**src/rtl/adder_pkg.sv**
```systemverilog
// Shared definitions for the pipelined carry-select adder: default geometry,
// stage-count helper and the per-stage payload layout.
package adder_pkg;

  localparam int DEF_WIDTH = 16;
  localparam int DEF_SEG   = 4;

  // Guarded so a bad SEG reaches the top-level elaboration check instead of a divide-by-zero.
  function automatic int num_stages(input int width, input int seg);
    return (seg < 1) ? 1 : width / seg;
  endfunction

  // Payload at the default width; the top re-declares the same layout at its own WIDTH.
  typedef struct packed {
    logic                 valid;
    logic                 carry;
    logic                 ovf;
    logic [DEF_WIDTH-1:0] sum;
    logic [DEF_WIDTH-1:0] a;
    logic [DEF_WIDTH-1:0] b;
  } stage_t;

endpackage

```
**src/rtl/csa_segment.sv**
```systemverilog
// One carry-select segment: both carry hypotheses summed in parallel, then
// selected by the incoming carry.
module csa_segment #(
  parameter int SEG = 4
) (
  input  logic [SEG-1:0] a,
  input  logic [SEG-1:0] b,
  input  logic           cin,
  output logic [SEG-1:0] sum,
  output logic           cout,
  output logic           cmsb
);

  logic [SEG:0] sum0;
  logic [SEG:0] sum1;
  logic [SEG:0] sel;

  assign sum0 = {1'b0, a} + {1'b0, b};
  assign sum1 = {1'b0, a} + {1'b0, b} + {{SEG{1'b0}}, 1'b1};
  assign sel  = cin ? sum1 : sum0;

  assign sum  = sel[SEG-1:0];
  assign cout = sel[SEG];
  // Carry into the MSB recovered from the MSB sum bit and its operands.
  assign cmsb = sel[SEG-1] ^ a[SEG-1] ^ b[SEG-1];

endmodule

```
**src/rtl/pipelined_csa_adder.sv**
```systemverilog
// Streaming WIDTH-bit adder resolving one SEG-bit carry-select segment per
// stage, with a single global stall driven by the output handshake.
module pipelined_csa_adder
  import adder_pkg::*;
#(
  parameter int WIDTH = DEF_WIDTH,
  parameter int SEG   = DEF_SEG
) (
  input  logic             clk,
  input  logic             rst_n,
  input  logic             in_valid,
  output logic             in_ready,
  input  logic [WIDTH-1:0] A,
  input  logic [WIDTH-1:0] B,
  input  logic             C_IN,
  output logic             out_valid,
  input  logic             out_ready,
  output logic [WIDTH-1:0] S,
  output logic             C_OUT,
  output logic             OVF
);

  localparam int N = num_stages(WIDTH, SEG);

  if (SEG < 1) begin : g_bad_seg
    $error("pipelined_csa_adder: SEG must be at least 1");
  end else if (WIDTH % SEG != 0) begin : g_bad_width
    $error("pipelined_csa_adder: WIDTH must be a multiple of SEG");
  end

  typedef struct packed {
    logic             valid;
    logic             carry;
    logic             ovf;
    logic [WIDTH-1:0] sum;
    logic [WIDTH-1:0] a;
    logic [WIDTH-1:0] b;
  } pipe_t;

  pipe_t src [N];
  pipe_t nxt [N];
  pipe_t st  [N];
  logic  adv;

  assign adv      = !st[N-1].valid || out_ready;
  assign in_ready = adv;

  for (genvar k = 0; k < N; k++) begin : g_stage
    logic [SEG-1:0] seg_sum;
    logic           seg_cout;
    logic           seg_cmsb;
    pipe_t          upd;

    if (k == 0) begin : g_head
      assign src[k] = '{valid: in_valid, carry: C_IN, ovf: 1'b0,
                        sum: '0, a: A, b: B};
    end else begin : g_body
      assign src[k] = st[k-1];
    end

    csa_segment #(.SEG(SEG)) u_seg (
      .a    (src[k].a[k*SEG +: SEG]),
      .b    (src[k].b[k*SEG +: SEG]),
      .cin  (src[k].carry),
      .sum  (seg_sum),
      .cout (seg_cout),
      .cmsb (seg_cmsb)
    );

    // Every stage records its would-be overflow; only the last one is exposed.
    always_comb begin
      upd                   = src[k];
      upd.sum[k*SEG +: SEG] = seg_sum;
      upd.carry             = seg_cout;
      upd.ovf               = seg_cmsb ^ seg_cout;
    end

    assign nxt[k] = upd;
  end

  always_ff @(posedge clk or negedge rst_n) begin
    if (!rst_n) begin
      for (int k = 0; k < N; k++) st[k] <= '0;
    end else if (adv) begin
      for (int k = 0; k < N - 1; k++) st[k] <= nxt[k];
      // The last stage keeps its result fields across bubbles.
      if (nxt[N-1].valid) st[N-1] <= nxt[N-1];
      else                st[N-1].valid <= 1'b0;
    end
  end

  assign out_valid = st[N-1].valid;
  assign S         = st[N-1].sum;
  assign C_OUT     = st[N-1].carry;
  assign OVF       = st[N-1].ovf;

endmodule

```
**config.mk**
```make
export PLATFORM = sky130hd
export DESIGN_NAME = pipelined_csa_adder
export DESIGN_NICKNAME = d
export VERILOG_FILES = /design/src/rtl/adder_pkg.sv /design/src/rtl/csa_segment.sv /design/src/rtl/pipelined_csa_adder.sv
export SDC_FILE = /design/constraint.sdc
export NUM_CORES = 1
export LEC_CHECK = 0
export CAP_MARGIN = 20
export CELL_PAD_IN_SITES_DETAIL_PLACEMENT = 2
export CELL_PAD_IN_SITES_GLOBAL_PLACEMENT = 2
export CORE_ASPECT_RATIO = 1.75
export CORE_MARGIN = 1.5
export CORE_UTILIZATION = 34
export DETAILED_ROUTE_END_ITERATION = 12
export PLACE_DENSITY = 0.76
export SLEW_MARGIN = 20
export SYNTH_ARGS = -nofsm -noshare
export SYNTH_HDL_FRONTEND = slang
export SYNTH_HIERARCHICAL = 1
export SYNTH_SLANG_ARGS = --single-unit
```
**constraint.sdc**
```tcl
create_clock -name clk -period 2.1 [get_ports clk]
set_input_delay 0.63 -clock clk [delete_from_list [all_inputs] [get_ports clk]]
set_output_delay 0.63 -clock clk [all_outputs]
set_load 0.01 [all_outputs]
```
# Word level (Yosys, flattened, before mapping)
# Index checks and enable logic that the tools add are counted.
# word_totals
out_inout_bits	20
word_cells	38
in_bits	37
ff_bits	145
# classes
addsub	8
n_bitwise	3
mux	5
n_reduce_logical	3
# ops
op	count
4-bit by 4-bit adder with 5-bit output	4
5-bit by 1-bit adder with 5-bit output, second input constant	4
5-bit 2-to-1 mux	4
1-bit bitwise XOR	3
2-bit AND reduction	1
1-bit logical NOT	1
1-bit logical OR	1
1-bit 2-to-1 mux	1

# Logic depth before layout (Yosys ltp)
# logic_depth
ltp_word	6
mapped_depth	11
ltp_nobuf	11

# Hierarchy
# The synthesis kept the hierarchy.
# modules_own_cells
module	area_per_inst_um2	instances	seq_area_each_um2	cells_each
pipelined_csa_adder	3713.6	1	2427.3	207
csa_segment	279.0	4	0.0	33

# Least setup slack after synthesis
# No wires, ideal clock.
# synth_timing
path_kind	input port to flip-flop
startpoint	in A[0]
endpoint	reg st, in the netlist src[151]
t_required_ps	1975
path_slack_ps	-278
arrival_ps	2253
setup_time_ps	125
cell_stages	10
path_cell_list	ha_1 > inv_1 > fa_1 > inv_1 > ha_1 > nand3_1 > nor3_1 > o31ai_1 > o211ai_1 > mux2_2
# synth_between
elab_chain_cells	3
# synth_lines
element	line_no	rtl
start: declaration	pipelined_csa_adder.sv:13	input logic [WIDTH-1:0] A,
4-bit by 4-bit adder with 5-bit output *	csa_segment.sv:18, csa_segment.sv:19	
5-bit by 1-bit adder with 5-bit output	csa_segment.sv:19	assign sum1 = {1'b0, a} + {1'b0, b} + {{SEG{1'b0}}, 1'b1};
5-bit 2-to-1 mux *	csa_segment.sv:20	assign sel = cin ? sum1 : sum0;
via g_stage[0].seg_cout	pipelined_csa_adder.sv:50	logic seg_cout;
end signal: indexed assignment	pipelined_csa_adder.sv:87	if (nxt[N-1].valid) st[N-1] <= nxt[N-1];
end: declaration	pipelined_csa_adder.sv:42	pipe_t st [N];
# Mark *: on every way through the listed nets, which the timed path passes. The rest lies on a longest branch.
# A chain may end at the register's enable or synchronous reset.

# Worst setup path after layout
# layout_timing
startpoint	reg st, in the netlist g_stage[3].upd[28]
endpoint	reg st, in the netlist OVF
# layout_between
word_cells_on_any_way	6
cone_classes	add/sub: 2; mux: 1; bitwise: 3
# layout_lines
element	line_no	rtl
4-bit by 4-bit adder with 5-bit output *	csa_segment.sv:18, csa_segment.sv:19	
5-bit by 1-bit adder with 5-bit output	csa_segment.sv:19	
5-bit 2-to-1 mux *	csa_segment.sv:20	
via g_stage[3].seg_cout	pipelined_csa_adder.sv:50	
1-bit bitwise XOR *	pipelined_csa_adder.sv:75	upd.ovf = seg_cmsb ^ seg_cout;
# Marks and branches as above.

==> metrics.md <==
| Metric | Value |
|---|---|
| Dpl cell area | `5720 um2` |
| CP Capture Type | `register` |
| Routed wire length | `between 10000 and 15000 um` |
| Cells after synthesis | `about 330` |
| Tot GR Track Use | `17.1%` |
| Buffers added on ports | `56` |
| Most frequent cells in the layout | `dfrtp_1 (97), mux2_2 (78), clkdlybuf4s50_1 (48)` |
| Post-DRT Antenna Nets | `0` |
| Internal power | `around 0.0075 W` |
| RD Place Congestion | `around 0.74` |
| Hold Crit Class | `primary input to async pin` |
| Starting DRT DRC Count | `59` |
| Clock Skew | `6.52 ps` |
| TritonRoute pass-1 iters | `3` |
| Die area | `roughly 15000 um2` |
| Commonest non-fill, non-tap cell in the layout | `dfrtp_1` |
| Die Wd | `approximately 93 um` |
| CTS Buffer Depth | `2` |
| Leakage power | `roughly 2.8 nW` |
| Combinational fraction of design power | `56.6%` |
| Initial Util | `34.5%` |
| Total net switching power | `roughly 0.0042 W` |
| PwrDens | `1780 nW/um2` |
| Largest net degree at the start of global routing | `46` |
| Syn_nets | `between 300 and 400` |
| Hold Buf Count CTS | `0` |
| RSZ-0062 raised after global routing | `true` |
| Failing checks | `setup timing` |
| Mean Syn Cell Area | `about 14 um2` |
| Routed vias/inst | `4.86` |
| Pins Over Slew Limit | `0` |
| CTS tree | `built` |
| Max Cap Violations | `0` |
| Mapped Area | `4780 um2` |
| Worst setup SP type | `register` |
| Share of layout cells above drive strength 1 | `roughly half` |
| R2r worst-path depth | `11` |
| Height of the die | `~160 um` |
| Post-route core utilization | `47.3%` |
| Final setup fails | `8` |
| Crit path max fanout | `3` |
| DP HPWL | `slightly below 8000 um` |
| I/O Pins | `57` |
| FMAX | `a little under 400 MHz` |
| Worst reg2reg endpoint | `OVF$_DFFE_PN0P_` |
| Number of antenna violations at the first check in global routing | `0` |
| Kind of critical path | `register to register` |
| Vias in the first global route | `between 3k and 4k` |
| Rows | `between 50 and 60` |
| Status | `finished with violations` |
| Design Area, Final | `~6500 um2` |
| Antenna diodes | `0` |
| Core Area | `between 10000 and 15000 um2` |
| Clock-pin slew on the worst setup and hold paths | `~70 ps` |
| Worst path required time | `around 2300 ps` |
| Switching Share | `a little over a third` |
| R2R Setup Slk | `-420 ps` |
| GRT overflow | `0` |
| Crit share post-route | `120%` |
| DR vias | `about 3k` |
| Remaining DRCs | `0` |
| Part of the power in the clock network | `between 10% and 20%` |
| Worst EP arrival | `between 2000 and 3000 ps` |
| Synthesis-to-finish area growth | `37.1%` |
| Worst vdd ir | `about 0.8 mV` |
| Nets | `around 500` |
| Hold Fails Final Rpt | `0` |
| Clock sink count | `97` |
| Final WS setup | `-422 ps` |
| Yosys warns | `6` |
| Place WS | `-918 ps` |
| Filler Cells Inserted | `1340` |
| Max-slew headroom | `between 60% and 70%` |
| Root Driver | `clkbuf_16` |
| Num CTS Buffers | `9` |
| Max H-tree Level | `3` |
| Worst r2r src | `g_stage[3].upd[28]$_DFFE_PN0P_` |
| Fin crit period | `2520 ps` |
| Seq pwr share | `about 28%` |
| First-pass GRT wire length | `18800 um` |
| Clk_lat worst skew | `340 ps` |
| Slew @ Worst Pin | `around 510 ps` |
| DR WL/cell | `roughly 20 um` |
-- worst max path at each step --
stage,from,end,cells past startpoint
finish,g_stage[3].upd[28]$_DFFE_PN0P_,OVF$_DFFE_PN0P_,11
global route,g_stage[3].upd[28]$_DFFE_PN0P_,OVF$_DFFE_PN0P_,11
CTS,g_stage[3].upd[12]$_DFFE_PN0P_,OVF$_DFFE_PN0P_,11
detailed placement,A[0],src[151]$_DFFE_PN0P_,11
global placement,A[0],src[151]$_DFFE_PN0P_,11
floorplan,A[0],src[151]$_DFFE_PN0P_,10
-- worst max-delay path, stage by stage, from the launching register on --
cell,delay [ps]
dfrtp_1,360
ha_2,190
inv_2,40
fa_2,540
inv_2,50
ha_4,160
nand3_4,100
nor3_2,50
o31ai_2,250
o211ai_1,190
xor2_1,200
mux2_4,270
-- power by group through the flow --
stage / Combinational, W / Sequential (W) / Clock [W]
after CTS: 0.00610 / 0.00328 / 0.00182
final: 0.00660 / 0.00329 / 0.00176
after global placement: 0.00485 / 0.00321 / 0
after floorplan: 0.00347 / 0.00319 / 0
after detailed placement: 0.00517 / 0.00329 / 0
after global routing: 0.00712 / 0.00340 / 0.00189
-- routing by layer --
metal	vias up	share of wire [%]	routed length [um]	track usage [%]
met5	-	0	0	0
met4	0	2.1	260	6.22
met3	17	1.8	216	3.00
met2	46	62	7520	34.9
met1	1564	34	4100	16.0
li1	1378	-	-	-
-- metrics by stage --
step	power, W	setup TNS [ps]	cells	hold WS [ps]
global route	0.0124	-1950	618	222
global placement	0.00806	-10330	583	485
detailed placement	0.00845	-12680	583	496
floorplan	0.00666	-549	333	334
finish	0.0116	-1270	618	213
CTS	0.0112	-1270	614	207
-- layout make-up --
| cell class | instances | area (um2) | share of cell area [%] |
|---|---|---|---|
| flip-flops and latches | 97 | 2430 | 37.1 |
| repair buffers | 103 | 971 | 14.8 |
| multi-input cells | 210 | 2550 | 38.9 |
| well taps | 177 | 221 | 3.38 |
| inverters | 16 | 62.6 | 0.955 |
| clock buffers | 9 | 225 | 3.44 |
| clock inverters | 6 | 91.3 | 1.39 |
-- timing repair --
action / 4_1_cts / 5_1_grt
gates resized for setup: 60 / 34
pin swaps: 25 / 31
setup buffers: 16 / 8
endpoints found under the setup margin: 13 / 14
-- registers in the layout, summed over array words and instances, names as in the netlist --
signal	flops
g_stage.upd	75
S	16
C_OUT	1
OVF	1
src	3
out_valid	1
Note: power is estimated with default switching activity, not from simulation.
